===== config.mk =====
export PLATFORM = sky130hd
export DESIGN_NAME = fwd_hazard_unit
export DESIGN_NICKNAME = d
export VERILOG_FILES = /design/src/rtl/riscv_pkg.sv /design/src/rtl/fwd_operand_mux.sv /design/src/rtl/fwd_hazard_unit.sv
export SDC_FILE = /design/constraint.sdc
export NUM_CORES = 1
export LEC_CHECK = 0
export BUFFER_PORTS_ARGS = -buffer_cell sky130_fd_sc_hd__buf_2
export CAP_MARGIN = 20
export CORE_AREA = 10 10 117 119
export CTS_CLUSTER_DIAMETER = 150
export DETAILED_ROUTE_END_ITERATION = 7
export DIE_AREA = 0 0 127 129
export PLACE_DENSITY = 0.81
export SKIP_LAST_GASP = 1
export SLEW_MARGIN = 20
export SYNTH_ARGS = -nofsm -noshare
export SYNTH_HDL_FRONTEND = slang
export SYNTH_HIERARCHICAL = 1
export SYNTH_SLANG_ARGS = --single-unit

===== constraint.sdc =====
create_clock -name clk -period 2.3 [get_ports clk]
set_input_delay 0.345 -clock clk [delete_from_list [all_inputs] [get_ports clk]]
set_output_delay 0.345 -clock clk [all_outputs]
set_load 0.05 [all_outputs]

===== src/rtl/riscv_pkg.sv =====
// ============================================================================
// Module      : riscv_pkg
// Description : Shared pipeline types and forward-select codes.
// Revision    : 1.0 - initial release
// ============================================================================
`default_nettype none

package riscv_pkg;

    typedef enum logic [1:0] {
        IDLE     = 2'd0,
        LOAD_USE = 2'd1,
        FROZEN   = 2'd2
    } hz_state_t;

    localparam logic [1:0] FWD_RF      = 2'd0;
    localparam logic [1:0] FWD_MEM_ALU = 2'd1;
    localparam logic [1:0] FWD_MEM_LD  = 2'd2;
    localparam logic [1:0] FWD_WB      = 2'd3;

endpackage

`default_nettype wire


===== src/rtl/fwd_operand_mux.sv =====
// ============================================================================
// Module      : fwd_operand_mux
// Description : Priority forwarding mux for one EX-stage source operand.
// Revision    : 1.0 - initial release
// ============================================================================
`default_nettype none

module fwd_operand_mux
    import riscv_pkg::*;
#(
    parameter int XLEN   = 32,
    parameter int REG_AW = 5
) (
    input  logic              rs_valid,
    input  logic [REG_AW-1:0] rs,
    input  logic [XLEN-1:0]   rf_operand,
    input  logic              mem_rd_we,
    input  logic              mem_is_load,
    input  logic [REG_AW-1:0] mem_rd,
    input  logic [XLEN-1:0]   mem_alu_out,
    input  logic [XLEN-1:0]   mem_load_data,
    input  logic              wb_rd_we,
    input  logic [REG_AW-1:0] wb_rd,
    input  logic [XLEN-1:0]   wb_data,
    output logic [XLEN-1:0]   operand,
    output logic [1:0]        sel
);

    // x0 is hardwired to zero, so it is never a forwarding target.
    always_comb begin
        operand = rf_operand;
        sel     = FWD_RF;
        if (rs_valid && (rs != '0)) begin
            if (mem_rd_we && (mem_rd == rs)) begin
                if (mem_is_load) begin
                    operand = mem_load_data;
                    sel     = FWD_MEM_LD;
                end else begin
                    operand = mem_alu_out;
                    sel     = FWD_MEM_ALU;
                end
            end else if (wb_rd_we && (wb_rd == rs)) begin
                operand = wb_data;
                sel     = FWD_WB;
            end
        end
    end

endmodule

`default_nettype wire


===== src/rtl/fwd_hazard_unit.sv =====
// ============================================================================
// Module      : fwd_hazard_unit
// Description : Operand forwarding, load-use interlock, freeze FSM and counters.
// Revision    : 1.0 - initial release
// ============================================================================
`default_nettype none

module fwd_hazard_unit
    import riscv_pkg::*;
#(
    parameter int XLEN     = 32,
    parameter int REG_AW   = 5,
    parameter int NUM_SRC  = 2,
    parameter int MAX_WAIT = 15,
    parameter int CNT_W    = 32
) (
    input  logic                      clk,
    input  logic                      rst_n,
    input  logic [NUM_SRC-1:0]        id_rs_valid,
    input  logic [NUM_SRC*REG_AW-1:0] id_rs,
    input  logic [NUM_SRC-1:0]        ex_rs_valid,
    input  logic [NUM_SRC*REG_AW-1:0] ex_rs,
    input  logic [NUM_SRC*XLEN-1:0]   ex_operand,
    input  logic                      ex_rd_we,
    input  logic                      ex_is_load,
    input  logic [REG_AW-1:0]         ex_rd,
    input  logic                      mem_rd_we,
    input  logic                      mem_is_load,
    input  logic [REG_AW-1:0]         mem_rd,
    input  logic [XLEN-1:0]           mem_alu_out,
    input  logic [XLEN-1:0]           mem_load_data,
    input  logic                      mem_load_valid,
    input  logic                      wb_rd_we,
    input  logic [REG_AW-1:0]         wb_rd,
    input  logic [XLEN-1:0]           wb_data,
    output logic [NUM_SRC*XLEN-1:0]   ex_operand_sel,
    output logic [NUM_SRC*2-1:0]      fwd_src,
    output logic                      stall_id,
    output logic                      bubble_ex,
    output logic                      freeze,
    output logic                      load_timeout,
    output logic [CNT_W-1:0]          stall_cnt,
    output logic [1:0]                hz_state
);

    localparam int              WAIT_W     = $clog2(MAX_WAIT + 1);
    localparam logic [WAIT_W-1:0] C_MAX_WAIT = WAIT_W'(MAX_WAIT);

    logic [NUM_SRC-1:0] w_lu_hit;
    logic [NUM_SRC-1:0] w_dw_hit;
    logic               w_ex_load_pending;
    logic               w_mem_load_waiting;
    logic               w_load_use;
    logic               w_dep_wait;

    hz_state_t          r_state;
    hz_state_t          w_state_next;
    logic [WAIT_W-1:0]  r_wait_cnt;
    logic               r_load_timeout;
    logic [CNT_W-1:0]   r_stall_cnt;

    generate
        for (genvar i = 0; i < NUM_SRC; i++) begin : g_src
            fwd_operand_mux #(
                .XLEN   (XLEN),
                .REG_AW (REG_AW)
            ) u_mux (
                .rs_valid      (ex_rs_valid[i]),
                .rs            (ex_rs[i*REG_AW +: REG_AW]),
                .rf_operand    (ex_operand[i*XLEN +: XLEN]),
                .mem_rd_we     (mem_rd_we),
                .mem_is_load   (mem_is_load),
                .mem_rd        (mem_rd),
                .mem_alu_out   (mem_alu_out),
                .mem_load_data (mem_load_data),
                .wb_rd_we      (wb_rd_we),
                .wb_rd         (wb_rd),
                .wb_data       (wb_data),
                .operand       (ex_operand_sel[i*XLEN +: XLEN]),
                .sel           (fwd_src[i*2 +: 2])
            );

            assign w_lu_hit[i] = id_rs_valid[i] && (id_rs[i*REG_AW +: REG_AW] == ex_rd);
            assign w_dw_hit[i] = ex_rs_valid[i] && (ex_rs[i*REG_AW +: REG_AW] == mem_rd);
        end
    endgenerate

    assign w_ex_load_pending  = ex_is_load && ex_rd_we && (ex_rd != '0);
    assign w_mem_load_waiting = mem_is_load && mem_rd_we && (mem_rd != '0) && !mem_load_valid;
    assign w_load_use         = w_ex_load_pending && (|w_lu_hit);
    assign w_dep_wait         = w_mem_load_waiting && (|w_dw_hit);

    // A freeze holds every stage, so the bubble would be lost; freeze wins.
    assign freeze    = w_dep_wait;
    assign stall_id  = w_load_use && !w_dep_wait;
    assign bubble_ex = w_load_use && !w_dep_wait;

    always_comb begin
        w_state_next = IDLE;
        case (r_state)
            IDLE, LOAD_USE, FROZEN: begin
                if (w_dep_wait) begin
                    w_state_next = FROZEN;
                end else if (w_load_use) begin
                    w_state_next = LOAD_USE;
                end else begin
                    w_state_next = IDLE;
                end
            end
            default: w_state_next = IDLE;
        endcase
    end

    always_ff @(posedge clk or negedge rst_n) begin
        if (!rst_n) begin
            r_state <= IDLE;
        end else begin
            r_state <= w_state_next;
        end
    end

    // Counts consecutive frozen cycles; the timeout flag is sticky until reset.
    always_ff @(posedge clk or negedge rst_n) begin
        if (!rst_n) begin
            r_wait_cnt     <= '0;
            r_load_timeout <= 1'b0;
        end else if ((r_state == FROZEN) && w_dep_wait) begin
            if (r_wait_cnt != C_MAX_WAIT) begin
                r_wait_cnt <= r_wait_cnt + 1'b1;
            end
            if (r_wait_cnt >= (C_MAX_WAIT - WAIT_W'(1))) begin
                r_load_timeout <= 1'b1;
            end
        end else begin
            r_wait_cnt <= '0;
        end
    end

    always_ff @(posedge clk or negedge rst_n) begin
        if (!rst_n) begin
            r_stall_cnt <= '0;
        end else if ((stall_id || freeze) && (r_stall_cnt != {CNT_W{1'b1}})) begin
            r_stall_cnt <= r_stall_cnt + 1'b1;
        end
    end

    assign load_timeout = r_load_timeout;
    assign stall_cnt    = r_stall_cnt;
    assign hz_state     = r_state;

endmodule

`default_nettype wire


Word level (Yosys, flattened, before mapping)
Cells that the tools add are included.
Widths: inputs -> output; s select.
{"block": "classes", "n_mux": 19, "n_reduce_logical": 32, "eq_ne": 13, "magnitude_cmp": 1, "add_sub_neg": 2}
{"cell": "$mux 32", "count": 7}
{"cell": "$eq 5x5->1", "count": 8}
{"cell": "$add 32x1->32 const B", "count": 1}
{"cell": "$ne 32x32->1 const B", "count": 1}
{"cell": "$logic_and 1x1->1", "count": 20}
{"cell": "$reduce_bool 5->1", "count": 4}
{"cell": "$mux 2", "count": 9}
{"cell": "$mux 4", "count": 2}
{"cell": "$add 4x1->4 const B", "count": 1}
{"cell": "$ge 4x4->1 const B", "count": 1}
{"cell": "$ne 4x4->1 const B", "count": 1}
{"cell": "$reduce_or 2->1", "count": 2}
{"cell": "$reduce_or 3->1", "count": 1}
{"cell": "$eq 2x1->1 const B", "count": 1}
{"cell": "$eq 2x2->1 const B", "count": 1}
{"cell": "$logic_not 1->1", "count": 2}
{"cell": "$logic_not 2->1", "count": 1}
{"cell": "$ne 2x1->1 const B", "count": 1}
{"cell": "$reduce_and 2->1", "count": 1}
{"cell": "$logic_or 1x1->1", "count": 1}
{"cell": "$mux 1", "count": 1}
{"block": "totals", "register_bits": 39, "elab_cells": 71, "input_bits": 207, "out_inout_bits": 106}

Depth between registers and ports, before layout
{"block": "depth", "word_depth": 8, "depth_mapped": 8, "ltp_nobuf": 7}

Hierarchy
The synthesis kept the hierarchy.
{"mod": "fwd_operand_mux", "area_each_um2": 1302.5, "instances": 2, "seq_area_each_um2": 0.0, "cells_each": 173}
{"mod": "fwd_hazard_unit", "area_each_um2": 2278.4, "instances": 1, "seq_area_each_um2": 975.9, "cells_each": 221}

Least setup slack after synthesis
No wires, ideal clock.
{"block": "synth_path", "path_type": "input to output", "from": "input mem_rd[0]", "to": "output stall_id", "arrival_ps": 2598, "required_time_ps": 1955, "path_buffers": 2, "slack_ps": -643, "stages": 7, "path_cell_list": "or4_1 > nor2_1 > nor3_1 > and2_0 > clkbuf_1 > nor2_1 > buf_4"}
{"block": "synth_via", "elab_chain_len": 6, "word_cells_on_any_way": 11, "cone_classes": "eq/ne: 2; reduce/logical: 9"}
{"element": "start, declared", "line": "fwd_hazard_unit.sv:29", "rtl": "input logic [REG_AW-1:0] mem_rd,"}
{"element": "$eq 5x5->1 or $reduce_bool 5->1 (tied branches)", "line": "fwd_hazard_unit.sv:84, fwd_hazard_unit.sv:89"}
{"element": "$logic_and 1x1->1, on equally long branches", "line": "fwd_hazard_unit.sv:84, fwd_hazard_unit.sv:89"}
{"element": "$reduce_or 2->1 or $logic_and 1x1->1 (tied branches)", "line": "fwd_hazard_unit.sv:91, fwd_hazard_unit.sv:89"}
{"element": "$logic_and 1x1->1 *", "line": "fwd_hazard_unit.sv:91", "rtl": "assign w_dep_wait = w_mem_load_waiting && (|w_dw_hit);"}
{"element": "named net freeze", "line": "fwd_hazard_unit.sv:40", "rtl": "output logic freeze,"}
{"element": "$logic_not 1->1 *"}
{"element": "$logic_and 1x1->1 *"}
{"element": "end, declared", "line": "fwd_hazard_unit.sv:38", "rtl": "output logic stall_id,"}
Mark *: on every way through the listed nets, which the timed path passes. The rest lies on a longest branch.

Worst setup path after layout
{"block": "layout_path", "from": "input mem_rd[4]", "to": "output ex_operand_sel[16]"}
{"block": "layout_via", "elab_chain_len": 4}
{"element": "$eq 5x5->1", "line": "fwd_operand_mux.sv:34", "rtl": "if (mem_rd_we && (mem_rd == rs)) begin"}
{"element": "$logic_and 1x1->1", "line": "fwd_operand_mux.sv:34"}
{"element": "$mux 32", "line": "fwd_operand_mux.sv:34"}
{"element": "$mux 32", "line": "fwd_operand_mux.sv:33", "rtl": "if (rs_valid && (rs != '0)) begin"}
{"element": "end, declared", "line": "fwd_hazard_unit.sv:36", "rtl": "output logic [NUM_SRC*XLEN-1:0] ex_operand_sel,"}
No other way between the ends.

==> results_dict.tcl <==
set metrics [dict create \
    status "complete, but fails checks" \
    violations "design-rule violations, negative setup slack" \
    grt_pass1_wl_mm 36.7 \
    ant_nets 0 \
    netlist_area_mm2 0.00488 \
    layout.cells.most_common_list "buf_2 (230), nor2_1 (75), buf_6 (68), buf_4 (66)" \
    finClkSkew_ps 11.4 \
    async_flop_share 1.00 \
    cp.arrival_ps 2240 \
    fin_area_mm2 0.00822 \
    viasPerCell 6.30 \
    cts_root_buf "clkbuf_16" \
    crit_path_top_delay_cell "a311oi_4" \
    antenna_found_initial 6 \
    crit_type "input port to output port" \
    hold_violations 0 \
    die_area_mm2 0.0164 \
    setup_slack_ps -282 \
    fp.dieW_um 127 \
    ir_drop_uv 438 \
    placed_cell_area_mm2 0.00687 \
    tightest_slew_ps 855 \
    cp_slowest_stage_delay_ps 390 \
    ys_seq_area_frac 0.200 \
    yosys_register_bits 39 \
    ys_types 51 \
    dpl.hpwl_mm 18.6 \
    grt_pass1_vias 6291 \
    syn_inst 567 \
    port_buffers 312 \
    via_count 6737 \
    drive_gt1_frac 0.520 \
    drtIter0Drc 984 \
    wl_per_cell_um 25.9 \
    cp-start-kind "input port" \
    period_share 1.12 \
    worstPathMaxFanout 17 \
    final_common_cell "buf_2" \
    core_area_mm2 0.0113 \
    ios 313 \
    clockBufferDepth 2 \
    grt-ovfl-total 0 \
    fill_cells 799 \
    period_needed_ps 2580 \
    rsz0062_at_grt "true" \
    cts_tree "yes" \
    p_leak_uw 0.00427 \
    critical_path.cell_chain "buf_8 -> buf_4 -> xor2_1 -> nor4_4 -> buf_4 -> a311oi_4 -> buf_6 -> and3_1 -> a221o_1 -> buf_6" \
    die_h_um 129 \
    hold_class "input port to async pin" \
    syn_nets 777 \
    maxCapViolCount 0 \
    core.rowCount 39 \
    routabilityCongestion 1.02 \
    slew_viol_final 0 \
    reg2reg_depth 9 \
    synth-edff-count 0 \
    cp.required_ps 1960 \
    r2r_end "stall_cnt[14]" \
    path_clk_slew_ps 70 \
    drcViolationCount 2 \
    slew_headroom 0.430 \
    end_kind "output port" \
    drt_first_pass_iters 7 \
    use_met2 0.468 \
    syn2layout_area_growth_pct 68.3 \
    nNetsFinal 1128 \
    r2r_slack_ps 190 \
    syn_area_per_cell_um2 8.61 \
    regToRegStartpoint "stall_cnt[1]" \
    drt-total-wl_mm 27.7 \
    numPlacedInstances 1024 \
    final_cells 1070 \
    synth_ff_type "dfrtp_1" \
    p_per_area_mw_per_mm2 376 \
    gr-max-usage-layer "met2" \
    clock_latency_ps 290 \
    grt.total_usage 0.275 \
    post-route-util 0.726 \
    postCtsHoldBufs 0 \
    yosysWarnings 6 \
    use_met1 0.318 \
    grt_use_met3 0.0920 \
    cts_made_buffers 5 \
    fmax_ghz 0.387 \
    total_power_uw 3090 \
    cts.sinks 39 \
    grt_max_degree 40 \
    setup_viol 70 \
    initial_core_util 0.431 \
    cts.htree.levels 2 \
]
-- synthesized netlist by cell type (2+ instances only) --
| master | number | area [um^2] |
|---|---|---|
| buf_2 | 18 | 90.1 |
| a211oi_1 | 2 | 15.0 |
| ha_1 | 3 | 37.5 |
| nor3_1 | 15 | 75.1 |
| and3_1 | 69 | 432 |
| nand2_1 | 23 | 86.3 |
| or4_4 | 3 | 33.8 |
| nor2_1 | 81 | 304 |
| dfrtp_1 | 39 | 976 |
| o22ai_1 | 2 | 12.5 |
| o21a_4 | 2 | 30.0 |
| inv_1 | 5 | 18.8 |
| buf_4 | 2 | 15.0 |
| mux2i_1 | 64 | 641 |
| xnor2_1 | 33 | 289 |
| nor3b_1 | 3 | 22.5 |
| nand4_1 | 12 | 75.1 |
| nand3_1 | 13 | 65.1 |
| or4_1 | 2 | 15.0 |
| clkbuf_2 | 2 | 10.0 |
| nor4_1 | 9 | 56.3 |
| nor4b_2 | 3 | 45.0 |
| clkbuf_1 | 13 | 48.8 |
| nor4_2 | 3 | 37.5 |
| xor2_1 | 37 | 324 |
| o21ai_4 | 4 | 65.1 |
| a21oi_1 | 4 | 20.0 |
| nor2_2 | 2 | 12.5 |
| buf_6 | 12 | 135 |
| nor4_4 | 2 | 42.5 |
| a221o_1 | 64 | 641 |
| a311oi_2 | 2 | 30.0 |
-- worst max-delay path: cells and delay by family --
| family | cells | cell delay [ps] |
|---|---|---|
| AND/OR/NAND/NOR | 2 | 280 |
| AO/OA/AOI/OAI | 2 | 560 |
| buffers and inverters | 5 | 800 |
| XOR/XNOR | 1 | 240 |
-- flip-flops by register name, indices dropped and copies added (netlist names) --
signal        cells
hz_state          2
load_timeout      1
r_wait_cnt        4
stall_cnt        32
-- timing repair --
action / in CTS / in global routing
gates resized for setup: 93 / 165
setup endpoints to repair: 70 / 70
hold endpoints to repair: 0 / 0
buffers inserted: 7 / 13
pin swaps: 2 / 42
cloned: 5 / 8
-- cell families (layout without fill, tap and decap cells) --
group | after synthesis | in the layout | synth area share
adder cells (fa/ha/maj) | 3 | 3 | 0.00769
buffers and inverters | 52 | 398 | 0.0651
other | 0 | 8 | 0
multiplexers | 66 | 66 | 0.137
AND/OR/NAND/NOR | 249 | 249 | 0.285
XOR/XNOR | 70 | 70 | 0.126
flip-flops | 39 | 39 | 0.200
AO/OA/AOI/OAI | 88 | 94 | 0.181
-- routing by layer --
| metal | up-vias | wire [um] |
|---|---|---|
| met5 | - | 0 |
| met4 | 0 | 1210 |
| met3 | 105 | 3050 |
| met2 | 543 | 13300 |
| met1 | 3212 | 10200 |
| li1 | 2877 | - |
-- worst max path at each step --
stage | endpoint | depth (start not counted) | from | slack, ps
3_5_place_dp | ex_operand_sel[30] | 7 | mem_rd[2] | -350
3_3_place_gp | ex_operand_sel[37] | 9 | mem_rd[4] | -290
4_1_cts | ex_operand_sel[1] | 9 | ex_rs[2] | -230
2_1_floorplan | stall_id | 7 | mem_rd[0] | -70
5_1_grt | ex_operand_sel[16] | 10 | mem_rd[4] | -330
6_report | ex_operand_sel[16] | 10 | mem_rd[4] | -280
-- power by group --
group | switching (uW) | internal (uW)
clock network | 293 | 546
logic | 879 | 623
registers | 40.4 | 708
total | 1210 | 1880
-- final cells by class --
cell class                 count  area [um^2]  share of cell area
multi-input combinational    482         4020               0.489
clock inverter                 2         38.8             0.00472
clock buffer                   6          139              0.0169
tap                          143          179              0.0218
inverter                       5         18.8             0.00228
sequential                    39          976               0.119
timing repair buffer         385         2830               0.344
antenna                        8         20.0             0.00244
-- through the flow --
step | worst slack (ps) | hold slack [ps] | setup TNS, ps
after floorplan | -67.4 | 49.4 | -67.4
after global placement | -289 | 461 | -16740
after detailed placement | -349 | 462 | -19470
after CTS | -230 | 210 | -13120
after global routing | -328 | 233 | -17560
final | -282 | 163 | -13720
No activity file was read; power rests on OpenSTA's default activity.
